<file path="src/rtl/replace_update_sched.sv">
// Update sequencer for the cache replacement-state block: init sweep, refill priority, coalesced hit FIFO.
// Optional statistics outputs (drop_cnt, max_occ) are enabled by defining REPLACE_SCHED_STAT_EN.
module replace_update_sched #(
  parameter int DEPTH      = 256,
  parameter int WAY_NUM    = 4,
  parameter int READ_PORT  = 2,
  parameter int FIFO_DEPTH = 4,
  parameter int ADDR_WIDTH = $clog2(DEPTH),
  parameter int WAY_WIDTH  = $clog2(WAY_NUM)
) (
  input  logic                            clk,
  input  logic                            rst,
  input  logic [READ_PORT-1:0]            hit_en,
  input  logic [READ_PORT*ADDR_WIDTH-1:0] hit_idx,
  input  logic [READ_PORT*WAY_WIDTH-1:0]  hit_way,
  input  logic                            refill_en,
  input  logic [ADDR_WIDTH-1:0]           refill_idx,
  input  logic [WAY_WIDTH-1:0]            refill_way,
  output logic                            refill_ready,
  input  logic                            reinit,
  output logic                            upd_en,
  output logic                            upd_clear,
  output logic [ADDR_WIDTH-1:0]           upd_idx,
  output logic [WAY_WIDTH-1:0]            upd_way,
  output logic                            init_done
`ifdef REPLACE_SCHED_STAT_EN
  ,
  output logic [15:0]                     drop_cnt,
  output logic [$clog2(FIFO_DEPTH):0]     max_occ
`endif
);

  localparam int PTR_W = $clog2(FIFO_DEPTH);
  localparam int CNT_W = PTR_W + 1;

  typedef enum logic {ST_INIT, ST_RUN} state_t;

  typedef struct packed {
    logic [ADDR_WIDTH-1:0] idx;
    logic [WAY_WIDTH-1:0]  way;
  } entry_t;

  state_t                state, state_next;
  logic [ADDR_WIDTH-1:0] init_ptr;
  logic                  init_last;

  entry_t                mem [FIFO_DEPTH];
  logic [PTR_W-1:0]      rd_ptr, wr_ptr;
  logic [CNT_W-1:0]      count, count_next, avail, n_acc;
  logic                  run_act, pop;
  entry_t                head;
  logic [READ_PORT-1:0]  keep, accept;
  logic [PTR_W-1:0]      slot [READ_PORT];
`ifdef REPLACE_SCHED_STAT_EN
  logic [15:0]           n_drop;
`endif

  assign init_last = (init_ptr == ADDR_WIDTH'(DEPTH - 1));

  // NOTE: sequential state is assigned with <= so every register samples pre-edge values.
  always_ff @(posedge clk or negedge rst) begin
    if (!rst) state <= ST_INIT;
    else      state <= state_next;
  end

  // NOTE: every output of this block gets a default first, so no path can infer a latch.
  always_comb begin
    state_next   = state;
    refill_ready = 1'b0;
    case (state)
      ST_INIT: if (init_last) state_next = ST_RUN;
      ST_RUN:  refill_ready = 1'b1;
      default: state_next = ST_INIT;
    endcase
    if (reinit) begin
      state_next   = ST_INIT;
      refill_ready = 1'b0;
    end
  end

  assign run_act = (state == ST_RUN) && !reinit;
  assign pop     = run_act && !refill_en && (count != '0);
  assign head    = mem[rd_ptr];
  assign avail   = CNT_W'(FIFO_DEPTH) - count + CNT_W'(pop);

  // Coalesce duplicates against enabled lower ports, then grant free slots in port order.
  always_comb begin
    keep   = '0;
    accept = '0;
    n_acc  = '0;
`ifdef REPLACE_SCHED_STAT_EN
    n_drop = '0;
`endif
    for (int p = 0; p < READ_PORT; p++) begin
      slot[p] = wr_ptr + PTR_W'(n_acc);
      keep[p] = hit_en[p];
      for (int q = 0; q < p; q++) begin
        if (hit_en[q] &&
            hit_idx[q*ADDR_WIDTH +: ADDR_WIDTH] == hit_idx[p*ADDR_WIDTH +: ADDR_WIDTH] &&
            hit_way[q*WAY_WIDTH +: WAY_WIDTH] == hit_way[p*WAY_WIDTH +: WAY_WIDTH])
          keep[p] = 1'b0;
      end
      if (run_act && keep[p]) begin
        if (n_acc < avail) begin
          accept[p] = 1'b1;
          n_acc     = n_acc + 1'b1;
        end
`ifdef REPLACE_SCHED_STAT_EN
        else begin
          n_drop = n_drop + 16'd1;
        end
`endif
      end
    end
    count_next = reinit ? '0 : (count - CNT_W'(pop) + n_acc);
  end

  always_ff @(posedge clk or negedge rst) begin
    if (!rst) begin
      init_ptr  <= '0;
      rd_ptr    <= '0;
      wr_ptr    <= '0;
      count     <= '0;
      upd_en    <= 1'b0;
      upd_clear <= 1'b0;
      upd_idx   <= '0;
      upd_way   <= '0;
      init_done <= 1'b0;
    end else if (reinit) begin
      init_ptr  <= '0;
      rd_ptr    <= '0;
      wr_ptr    <= '0;
      count     <= '0;
      upd_en    <= 1'b0;
      upd_clear <= 1'b0;
      upd_idx   <= '0;
      upd_way   <= '0;
      init_done <= 1'b0;
    end else if (state == ST_INIT) begin
      upd_en    <= 1'b1;
      upd_clear <= 1'b1;
      upd_idx   <= init_ptr;
      upd_way   <= '0;
      init_done <= 1'b0;
      init_ptr  <= init_last ? '0 : init_ptr + 1'b1;
    end else begin
      init_done <= 1'b1;
      upd_clear <= 1'b0;
      rd_ptr    <= rd_ptr + PTR_W'(pop);
      wr_ptr    <= wr_ptr + PTR_W'(n_acc);
      count     <= count_next;
      if (refill_en) begin
        upd_en  <= 1'b1;
        upd_idx <= refill_idx;
        upd_way <= refill_way;
      end else if (pop) begin
        upd_en  <= 1'b1;
        upd_idx <= head.idx;
        upd_way <= head.way;
      end else begin
        upd_en  <= 1'b0;
        upd_idx <= '0;
        upd_way <= '0;
      end
    end
  end

  // NOTE: FIFO storage has no reset; count and pointers alone decide which entries are valid.
  always_ff @(posedge clk) begin
    for (int p = 0; p < READ_PORT; p++) begin
      if (accept[p]) begin
        mem[slot[p]] <= '{idx: hit_idx[p*ADDR_WIDTH +: ADDR_WIDTH],
                          way: hit_way[p*WAY_WIDTH +: WAY_WIDTH]};
      end
    end
  end

`ifdef REPLACE_SCHED_STAT_EN
  logic [16:0] drop_sum;
  assign drop_sum = {1'b0, drop_cnt} + {1'b0, n_drop};

  always_ff @(posedge clk or negedge rst) begin
    if (!rst) begin
      drop_cnt <= '0;
      max_occ  <= '0;
    end else if (reinit) begin
      drop_cnt <= '0;
      max_occ  <= '0;
    end else begin
      drop_cnt <= drop_sum[16] ? 16'hFFFF : drop_sum[15:0];
      if (count_next > max_occ) max_occ <= count_next;
    end
  end
`endif

endmodule

</file>
<file path="config.mk">
export PLATFORM = sky130hd
export DESIGN_NAME = replace_update_sched
export DESIGN_NICKNAME = d
export VERILOG_FILES = /design/src/rtl/replace_update_sched.sv
export SDC_FILE = /design/constraint.sdc
export NUM_CORES = 1
export LEC_CHECK = 0
export ABC_AREA = 1
export CAP_MARGIN = 5
export CORE_MARGIN = 3
export CORE_UTILIZATION = 43
export DETAILED_ROUTE_END_ITERATION = 16
export PLACE_DENSITY = 0.76
export SETUP_SLACK_MARGIN = 0.3
export SLEW_MARGIN = 15
export SYNTH_ARGS = -nofsm -noshare
export SYNTH_HDL_FRONTEND = slang
export SYNTH_SLANG_ARGS = --single-unit
</file>
<file path="constraint.sdc">
create_clock -name clk -period 4.64 [get_ports clk]
set_input_delay 0.464 -clock clk [delete_from_list [all_inputs] [get_ports clk]]
set_output_delay 0.464 -clock clk [all_outputs]
set_load 0.01 [all_outputs]
</file>
# After elaboration in Yosys (flattened, before gate mapping)
# Memory sizes are Yosys's and may differ from the RTL's.
# Index checks and enable logic that the tools add are counted.
# totals
output_inout_bits	14
ramBits	40
wordCells	78
regBits	29
mem_count	1
# op_classes
muxes	41
n_lt_le_gt_ge	2
reduce_logical	11
eq_ne	4
n_addsub	9
# memory_table
memory	depth	word_bits	read_ports	rd_clocked_by_memory_dff	write_ports	line_no	rtl
mem	4	10	1	0	2	47	entry_t mem [FIFO_DEPTH];
# op_table
op	n
$mux W8	7
$mux W1	22
$mux W2	8
$mux W3	4
$add A8 B1 Y8 const B	1
$eq A8 B8 Y1	1
$eq A8 B8 Y1 const B	1
$logic_and A1 B1 Y1	7
$add A2 B2 Y2	2
$add A3 B1 Y3	1
$add A3 B1 Y3 const B	1
$add A3 B3 Y3	1
$lt A1 B3 Y1 const A	1
$lt A3 B3 Y1	1
$reduce_bool A3 Y1	1
$sub A3 B1 Y3	1
$sub A3 B3 Y3 const A	1
$add A2 B1 Y2	1
$eq A2 B2 Y1	1
$logic_not A1 Y1	2
$ne A2 B2 Y1 const B	1
$reduce_bool A2 Y1	1

# Longest topological paths before layout
# Gate-level depths: netlist (run 1).
# depth
depth_word	14
ltp_mapped	23
mapped_depth_nobuf	22

# Least setup slack after synthesis (run 1)
# OpenSTA, ideal clock, no wires.
# synth_timing
path_type	input port to flip-flop
start	input port reinit
end	memory mem[0][0] in the netlist's numbering, enable pin
path_stages	21
setup_slack_ns	1.137
arrival_time_ns	3.112
setup_ns	0.391
t_required_ns	4.249
cell_sequence	inv_2 nand2_2 inv_2 nand3_1 ha_1 inv_1 ha_1 a21oi_1 o21ai_0 inv_1 nand2_1 nand2_1 inv_1 ha_1 or2_1 nand2_1 inv_1 nor2_1 nand4_2 buf_6 o21ai_0
# synth_lines
item	line_no	rtl
start, declared	20	input logic reinit,
end, declared	47	

==> reports/summary.log, run 1 <==
[synth] library cell occupying the most area in the post-synthesis netlist sky130_fd_sc_hd__edfxtp_1
[cts] number of instances resized during post-cts repair 0
[routing] average wire per cell in the routed design 14.9 µm
[layout] finished layout cell area 0.00460 mm²
[grt] first-pass GRT wire length 14400 µm
[cts] TritonCTS sink count 69
[place] worst slack at placement 0.490 ns
[setup_path] most used cell along the critical path sky130_fd_sc_hd__inv_1
[layout] most common library cell in the layout ignoring fill and taps sky130_fd_sc_hd__nand2_1
[setup_path] Worst EP arrival 3.82 ns
[setup_path] kind of critical path in2reg
[floorplanning] number of primary I/O pins 50
[power_and_ir_drop] largest voltage drop on the vdd net 0.120 mV
[sta] Setup violations, final 0
[place] Post-DP HPWL 6270 µm
[power_and_ir_drop] power density over the cells 285 mW/mm²
[place] Area after DPL 0.00438 mm²
[synth] number of instances in the synthesized netlist 429
[setup_path] CP peak stage delay 0.53 ns
[layout] post-layout utilization of the core 54.6%
[sta] actual slew at the worst max-slew pin 0.941 ns
[layout] fillcell total 749
[cts] total of hold buffers inserted after clock tree synthesis 0
[cts] count of buffers added by post-CTS timing repair for setup 0
[routing] Residual DRC 0
[sta] Worst Setup Slack, final 0.790 ns
[power_and_ir_drop] Static Leakage 2.10 nW
[setup_path] Setup crit start kind input pin
[cts] H-tree depth 3
[cts] Max clock buf depth 2
[routing] total detailed-routing wirelength 8810 µm
[sta] Slew Limit Fails 0
[sta] highest attainable clock frequency 260 MHz
[layout] non-filler instance count after layout 590
[sta] post-route setup TNS 0 ns
[floorplanning] y dimension of the die 100 µm
[floorplanning] floorplan core area 0.00842 mm²
[grt] pin count of the biggest net entering global routing 30
[sta] post-route clock period utilization 83.0%
[grt] remaining global-route overflow 0
[floorplanning] row cnt 33
[place] count of input and output buffers 49
[cts] number of clock buffers inserted by TritonCTS 9
[sta] final hold slack 0.495 ns
[synth] post-synth cell types 35
[routing] count of TritonRoute iterations in the first routing pass 4
[cts] Root Buffer sky130_fd_sc_hd__clkbuf_8
[synth] number of nets in the synthesized netlist 475
[floorplanning] Initial Utilization 45.3%
[routing] via total after detailed routing 3148
[synth] post-synthesis instance area 0.00382 mm²
[synth] biggest area contributors in the synthesized netlist sky130_fd_sc_hd__edfxtp_1, sky130_fd_sc_hd__dfrtp_1, sky130_fd_sc_hd__nand2_1, sky130_fd_sc_hd__inv_1, sky130_fd_sc_hd__o21ai_0
[place] instance count after placement with tap cells included 574
[floorplanning] overall die width 100 µm
[sta] time the final worst path needs with I/O delays and setup 3.85 ns
[grt] via count of the first global-routing pass 3058
[place] routability congestion estimate 0.873
[setup_path] largest fanout on the critical path 10
[floorplanning] die footprint 0.0100 mm²
[routing] starting DRC count in detailed routing 197
[sta] max-slew headroom at the worst pin 36.9%
[setup_path] combined buffer and inverter count along the critical path 7
[routing] remaining antenna violation count after routing 0
[cts] clock insertion delay at the later pin of the skew report 0.35 ns
[layout] final net count 526
[setup_path] sort of element at the end of the critical path flop
[sta] worst setup skew after layout 0.0100 ns
[setup_path] standard cell with the maximum stage delay on the critical path sky130_fd_sc_hd__o21ai_1
[layout] share of post-route cells with drive strength above 1 11.1%
[setup_path] Crit path required time 4.61 ns
[synth] Yosys warning count 0
[run] count of max-cap constraint violations 0
[sta] hold violation total from the final report 0
[run_status] result of the run completed
[synth] top cell type's share of synthesized area 31.5%
[synth] sequential share of the synthesized area 50.5%
[setup_path] cells along the critical path clkdlybuf4s50_1, inv_2, nand2_2, inv_2, nand3_1, ha_1, inv_1, ha_1, a21oi_1, o21ai_0, inv_1, nand2_1, nand2_1, inv_1, ha_1, or2_1, nand2_1, inv_1, nor2_1, nand4_2, o21ai_1
[layout] Inserted Diodes 0
[routing] average via count per standard cell 5.34
[grt] Overall Global Routing Usage 18.2%
[layout] highest-count cells in the layout ignoring fill and taps sky130_fd_sc_hd__nand2_1, sky130_fd_sc_hd__inv_1, sky130_fd_sc_hd__clkdlybuf4s50_1
[synth] average footprint of a synthesized cell 8.90 µm²
[synth] number of register bits inferred by synthesis 69
[power_and_ir_drop] final total power 1.31 mW
[min_path] path type of the worst min-delay path in2async
[grt] number of antenna violations at the first check in global routing 0
[cts] TritonCTS clock tree built
[cts] clock-pin slew of the registers on the worst-case setup and hold paths 0.08 ns
[setup_path] family with the most delay on the worst path buffers and inverters
[layout] Area growth, synth to finish 20.5%
[sta] unrepaired setup endpoints after global routing false
[logic make-up after synthesis]
| group | synth area share [%] |
|---|---|
| buffers and inverters | 8.78 |
| AND/OR/NAND/NOR | 17.7 |
| AO/OA/AOI/OAI | 18.2 |
| flip-flops | 50.5 |
| XOR/XNOR | 1.38 |
| adder cells (fa/ha/maj) | 3.47 |
[cell usage after synthesis]
cell type and n:
sky130_fd_sc_hd__o21ai_0 32, sky130_fd_sc_hd__inv_1 49, sky130_fd_sc_hd__buf_2 1, sky130_fd_sc_hd__buf_6 7
sky130_fd_sc_hd__nand3_4 1, sky130_fd_sc_hd__inv_2 4, sky130_fd_sc_hd__nand2_1 98, sky130_fd_sc_hd__buf_4 2
sky130_fd_sc_hd__o21ai_1 27, sky130_fd_sc_hd__a21boi_0 1, sky130_fd_sc_hd__or2_1 1, sky130_fd_sc_hd__a21boi_1 7
sky130_fd_sc_hd__a21oi_1 3, sky130_fd_sc_hd__o21ai_4 1, sky130_fd_sc_hd__fa_1 1, sky130_fd_sc_hd__nand4_2 4
sky130_fd_sc_hd__xnor2_1 4, sky130_fd_sc_hd__nor2_1 33, sky130_fd_sc_hd__edfxtp_1 40, sky130_fd_sc_hd__nand3_1 11
sky130_fd_sc_hd__ha_1 9, sky130_fd_sc_hd__o31ai_1 2, sky130_fd_sc_hd__nor3_1 1, sky130_fd_sc_hd__a22oi_1 2
sky130_fd_sc_hd__o22ai_1 24, sky130_fd_sc_hd__o21ai_2 14, sky130_fd_sc_hd__clkinv_1 1, sky130_fd_sc_hd__a31oi_1 1
sky130_fd_sc_hd__nand4_1 2, sky130_fd_sc_hd__xor2_1 2, sky130_fd_sc_hd__dfrtp_1 29, sky130_fd_sc_hd__nand2_2 1
sky130_fd_sc_hd__clkbuf_1 9, sky130_fd_sc_hd__nor2_2 4, sky130_fd_sc_hd__nor4_1 1
[layer usage]
| metal | GRT usage [%] | wire length, µm | vias to the layer above |
|---|---|---|---|
| li1 | - | - | 1553 |
| met1 | 23.3 | 3780 | 1466 |
| met2 | 30.6 | 4270 | 112 |
| met3 | 2.29 | 576 | 17 |
| met4 | 8.50 | 186 | 0 |
| met5 | 0 | 0 | - |
[sequential cells by signal, indices dropped and copies added, names as in the netlist]
register and cells:
count 3, init_done 1, init_ptr 8, mem 40, rd_ptr 2, state 1
upd_clear 1, upd_en 1, upd_idx 8, upd_way 2, wr_ptr 2
[power by group]
group,internal [mW],leakage [nW],switching (mW),total (mW)
clock,0.304,0.104,0.245,0.549
combinational,0.0534,1.24,0.0550,0.108
sequential,0.654,0.756,0.00239,0.656
[final timing paths]
kind	from	endpoint	slack, ns	cells past startpoint
setup reg to reg	state	mem[1][9]	1.02	19
hold / removal	rst	init_ptr[3]	0.49	2
setup / recovery	reinit	mem[1][9]	0.79	21
hold reg to reg	init_ptr[6]	init_ptr[6]	0.52	1
max in group asynchronous	rst	count[1]	3.88	2
min in group clk	init_ptr[6]	init_ptr[6]	0.52	1
[cell type report]
cell class	count	area, µm²	share of cell area, %
Multi-Input combinational cell	287	1560	33.8
Clock inverter	7	96.3	2.09
Sequential cell	69	1930	41.9
Tap cell	105	131	2.85
Clock buffer	9	124	2.69
Inverter	54	203	4.40
Timing Repair Buffer	59	566	12.3
No activity file was read; power rests on OpenSTA's default activity.
==> run 2, diff against run 1 <==
--- a/config.mk
+++ b/config.mk
@@ -10,7 +10,7 @@
 export CORE_MARGIN = 3
 export CORE_UTILIZATION = 43
 export DETAILED_ROUTE_END_ITERATION = 16
-export PLACE_DENSITY = 0.76
+export PLACE_DENSITY = 0.78
 export SETUP_SLACK_MARGIN = 0.3
 export SLEW_MARGIN = 15
 export SYNTH_ARGS = -nofsm -noshare
==> constraint.sdc (replaced) <==
create_clock -name clk -period 3.4 [get_ports clk]
set_input_delay 0.34 -clock clk [delete_from_list [all_inputs] [get_ports clk]]
set_output_delay 0.34 -clock clk [all_outputs]
set_load 0.01 [all_outputs]
==> run 2 against run 1 <==
  * Non-clock buffer count up 23
  * Critical path depth unchanged
  * Routed wire length up 17%
  * Cell area up 10%
  * Critical endpoint is now mem[0][8]
  * Largest power group unchanged
==> reports/summary.log, run 2 (synthesis results as in run 1) <==
[layout] flip-flop and latch area 0.00193 mm² [about the same]
[setup_path] launch instance of the worst register-to-register path count[0]
[sta] Slew Limit Fails 0 [unchanged]
[cts] Max clock buf depth 2 [unchanged]
[floorplanning] row cnt 33 [unchanged]
[sta] Setup violations, final 0 [unchanged]
[setup_path] sort of element at the end of the critical path flop
[sta] max-slew headroom at the worst pin 52.0% [+15 points]
[floorplanning] overall die width 100 µm [unchanged]
[routing] count of TritonRoute iterations in the first routing pass 5 [+1]
[layout] area of combinational cells with multiple inputs 0.00170 mm² [+9.4%]
[layout] share of post-route cells with drive strength above 1 20.9% [+9.7 points]
[routing] average via count per standard cell 5.42 [+1.6%]
[cts] total of hold buffers inserted after clock tree synthesis 0 [unchanged]
[cts] H-tree depth 3 [unchanged]
[floorplanning] number of primary I/O pins 50 [unchanged]
[min_path] path type of the worst min-delay path in2async
[setup_path] most used cell along the critical path sky130_fd_sc_hd__inv_2
[routing] Residual DRC 0 [unchanged]
[grt] first-pass GRT wire length 15700 µm [+9.3%]
[setup_path] family with the most delay on the worst path simple AND/OR/NAND/NOR gates
[power_and_ir_drop] largest voltage drop on the vdd net 0.197 mV [+65%]
[setup_path] Worst EP arrival 3.16 ns [-0.66 ns]
[layout] highest-count cells in the layout ignoring fill and taps sky130_fd_sc_hd__nand2_1, sky130_fd_sc_hd__clkdlybuf4s50_1, sky130_fd_sc_hd__inv_1
[cts] TritonCTS sink count 69 [unchanged]
[sta] Worst Setup Slack, final 0.347 ns [-0.442 ns]
[grt] pin count of the biggest net entering global routing 30 [unchanged]
[cts] clock insertion delay at the later pin of the skew report 0.36 ns [about the same]
[sta] time the final worst path needs with I/O delays and setup 3.05 ns
[setup_path] Crit path required time 3.51 ns [-1.10 ns]
[routing] total detailed-routing wirelength 10300 µm [+17%]
[routing] average wire per cell in the routed design 16.9 µm [+13%]
[sta] post-route clock period utilization 89.8%
[run_status] result of the run completed
[place] routability congestion estimate 0.868 [-0.60%]
[power_and_ir_drop] power density over the cells 352 mW/mm² [+23%]
[grt] remaining global-route overflow 0 [unchanged]
[setup_path] CP peak stage delay 0.40 ns [-0.13 ns]
[sta] hold violation total from the final report 0 [unchanged]
[sta] actual slew at the worst max-slew pin 0.720 ns [-0.220 ns]
[layout] Area growth, synth to finish 33.0%
[setup_path] kind of critical path reg2reg
[grt] Overall Global Routing Usage 20.2% [+2.0 points]
[cts] TritonCTS clock tree built
[routing] remaining antenna violation count after routing 0 [unchanged]
[place] Post-DP HPWL 6450 µm [+3.0%]
[setup_path] largest fanout on the critical path 5 [-5]
[setup_path] reg2reg setup slack 0.35 ns [-0.67 ns]
[setup_path] r2r worst-path depth 21 [+2]
[floorplanning] Initial Utilization 45.3% [unchanged]
[grt] number of antenna violations at the first check in global routing 0 [unchanged]
[power_and_ir_drop] final total power 1.79 mW [+36%]
[layout] most common library cell in the layout ignoring fill and taps sky130_fd_sc_hd__nand2_1
[routing] starting DRC count in detailed routing 241 [+22%]
[layout] final net count 549 [+4.4%]
[layout] post-layout utilization of the core 60.3% [+5.6 points]
[cts] Root Buffer sky130_fd_sc_hd__clkbuf_8
[cts] clock-pin slew of the registers on the worst-case setup and hold paths 0.08 ns [about the same]
[layout] Inserted Diodes 0 [unchanged]
[setup_path] Setup crit start kind flop
[grt] via count of the first global-routing pass 3185 [+4.2%]
[sta] highest attainable clock frequency 328 MHz
[setup_path] standard cell with the maximum stage delay on the critical path sky130_fd_sc_hd__dfrtp_1
[routing] via total after detailed routing 3323 [+5.6%]
[floorplanning] die footprint 0.0100 mm² [unchanged]
[layout] fillcell total 715 [-4.5%]
[layout] flip-flop count of the largest register, all copies and words added 40 [unchanged]
[setup_path] combined buffer and inverter count along the critical path 6 [-1]
[floorplanning] floorplan core area 0.00842 mm² [unchanged]
[sta] worst setup skew after layout 0.0109 ns [+0.000825 ns]
[setup_path] endpoint of the worst register-to-register path mem[0][8]
[sta] unrepaired setup endpoints after global routing false
[run] count of max-cap constraint violations 0 [unchanged]
[power_and_ir_drop] Static Leakage 2.28 nW [+8.5%]
[floorplanning] y dimension of the die 100 µm [unchanged]
[place] count of input and output buffers 49 [unchanged]
[place] worst slack at placement -0.242 ns [-0.732 ns]
[setup_path] cells along the critical path inv_2, nand3_1, nand3_2, ha_2, inv_1, ha_1, a21oi_2, o21ai_2, inv_1, nand2_1, nand2_2, inv_2, ha_4, or2_1, nand2_2, inv_2, nor2_4, nand4_4, clkbuf_16, nand2_1, o21ai_2
[layout] finished layout cell area 0.00508 mm² [+10%]
[place] Area after DPL 0.00453 mm² [+3.4%]
[cts] number of clock buffers inserted by TritonCTS 9 [unchanged]
==> run 2: cell types whose count changed in the layout (fill, tap and decap cells not counted), moves of 5 or more <==
cell,change
sky130_fd_sc_hd__buf_4,+12
sky130_fd_sc_hd__buf_12,+6
sky130_fd_sc_hd__clkbuf_16,+6
sky130_fd_sc_hd__o21ai_1,-6
sky130_fd_sc_hd__inv_1,-5
sky130_fd_sc_hd__inv_2,+5
sky130_fd_sc_hd__o21ai_2,+5
==> run 2: layout make-up <==
class	instances	share of cell area [%]
well taps	105	2.59
clock buffers	15	4.34
multi-input cells	287	33.5
flip-flops and latches	69	38.0
repair buffers	82	17.5
inverters	54	3.99
clock inverters	1	0.0985
==> run 2: stage by stage <==
step	instances	TNS, ns	hold slack (ns)
6_report	613	0	0.357
5_1_grt	613	0	0.392
4_1_cts	605	0	0.366
3_5_place_dp	583	-6.85	0.485
3_3_place_gp	583	-1.29	0.478
2_1_floorplan	429	0	0.0444
==> run 2: timing repair <==
item	4_1_cts	5_1_grt
resized for setup	19	24
endpoints found under the setup margin	42	62
gates cloned	2	2
buffers inserted	4	6
hold endpoints to repair	0	0
pin swaps	2	7
==> run 2: worst register-to-register path, cell delays in order (launching register included) <==
cell and delay, ns:
sky130_fd_sc_hd__dfrtp_1 0.40, sky130_fd_sc_hd__inv_2 0.07, sky130_fd_sc_hd__nand3_1 0.09, sky130_fd_sc_hd__nand3_2 0.08
sky130_fd_sc_hd__ha_2 0.17, sky130_fd_sc_hd__inv_1 0.04, sky130_fd_sc_hd__ha_1 0.29, sky130_fd_sc_hd__a21oi_2 0.14
sky130_fd_sc_hd__o21ai_2 0.08, sky130_fd_sc_hd__inv_1 0.07, sky130_fd_sc_hd__nand2_1 0.08, sky130_fd_sc_hd__nand2_2 0.09
sky130_fd_sc_hd__inv_2 0.06, sky130_fd_sc_hd__ha_4 0.15, sky130_fd_sc_hd__or2_1 0.21, sky130_fd_sc_hd__nand2_2 0.09
sky130_fd_sc_hd__inv_2 0.07, sky130_fd_sc_hd__nor2_4 0.11, sky130_fd_sc_hd__nand4_4 0.19, sky130_fd_sc_hd__clkbuf_16 0.24
sky130_fd_sc_hd__nand2_1 0.07, sky130_fd_sc_hd__o21ai_2 0.05
==> run 2: power breakdown <==
group / leakage [nW] / switching [mW] / internal [mW]
registers: 0.755 / 0.00335 / 0.892
clock network: 0.115 / 0.321 / 0.418
logic: 1.41 / 0.0799 / 0.0749
total: 2.28 / 0.405 / 1.39
==> run 2: layer usage <==
metal / GRT usage, % / part of all wire [%] / vias up
li1: - / - / 1599
met1: 25.4 / 39 / 1558
met2: 34.7 / 51 / 144
met5: 0 / 0 / -
met3: 3.41 / 7.6 / 22
met4: 7.77 / 1.8 / 0
==> run 2: worst max path at each step <==
| stage | start | end | slack (ns) | cells after the start |
|---|---|---|---|---|
| finish | count[0] | mem[0][8] | 0.35 | 21 |
| global route | count[1] | mem[0][0] | 0.22 | 21 |
| CTS | count[1] | mem[1][9] | 0.31 | 21 |
| detailed placement | reinit | mem[1][0] | -0.24 | 23 |
| global placement | reinit | mem[1][7] | -0.09 | 23 |
| floorplan | state | mem[0][0] | 0.27 | 20 |
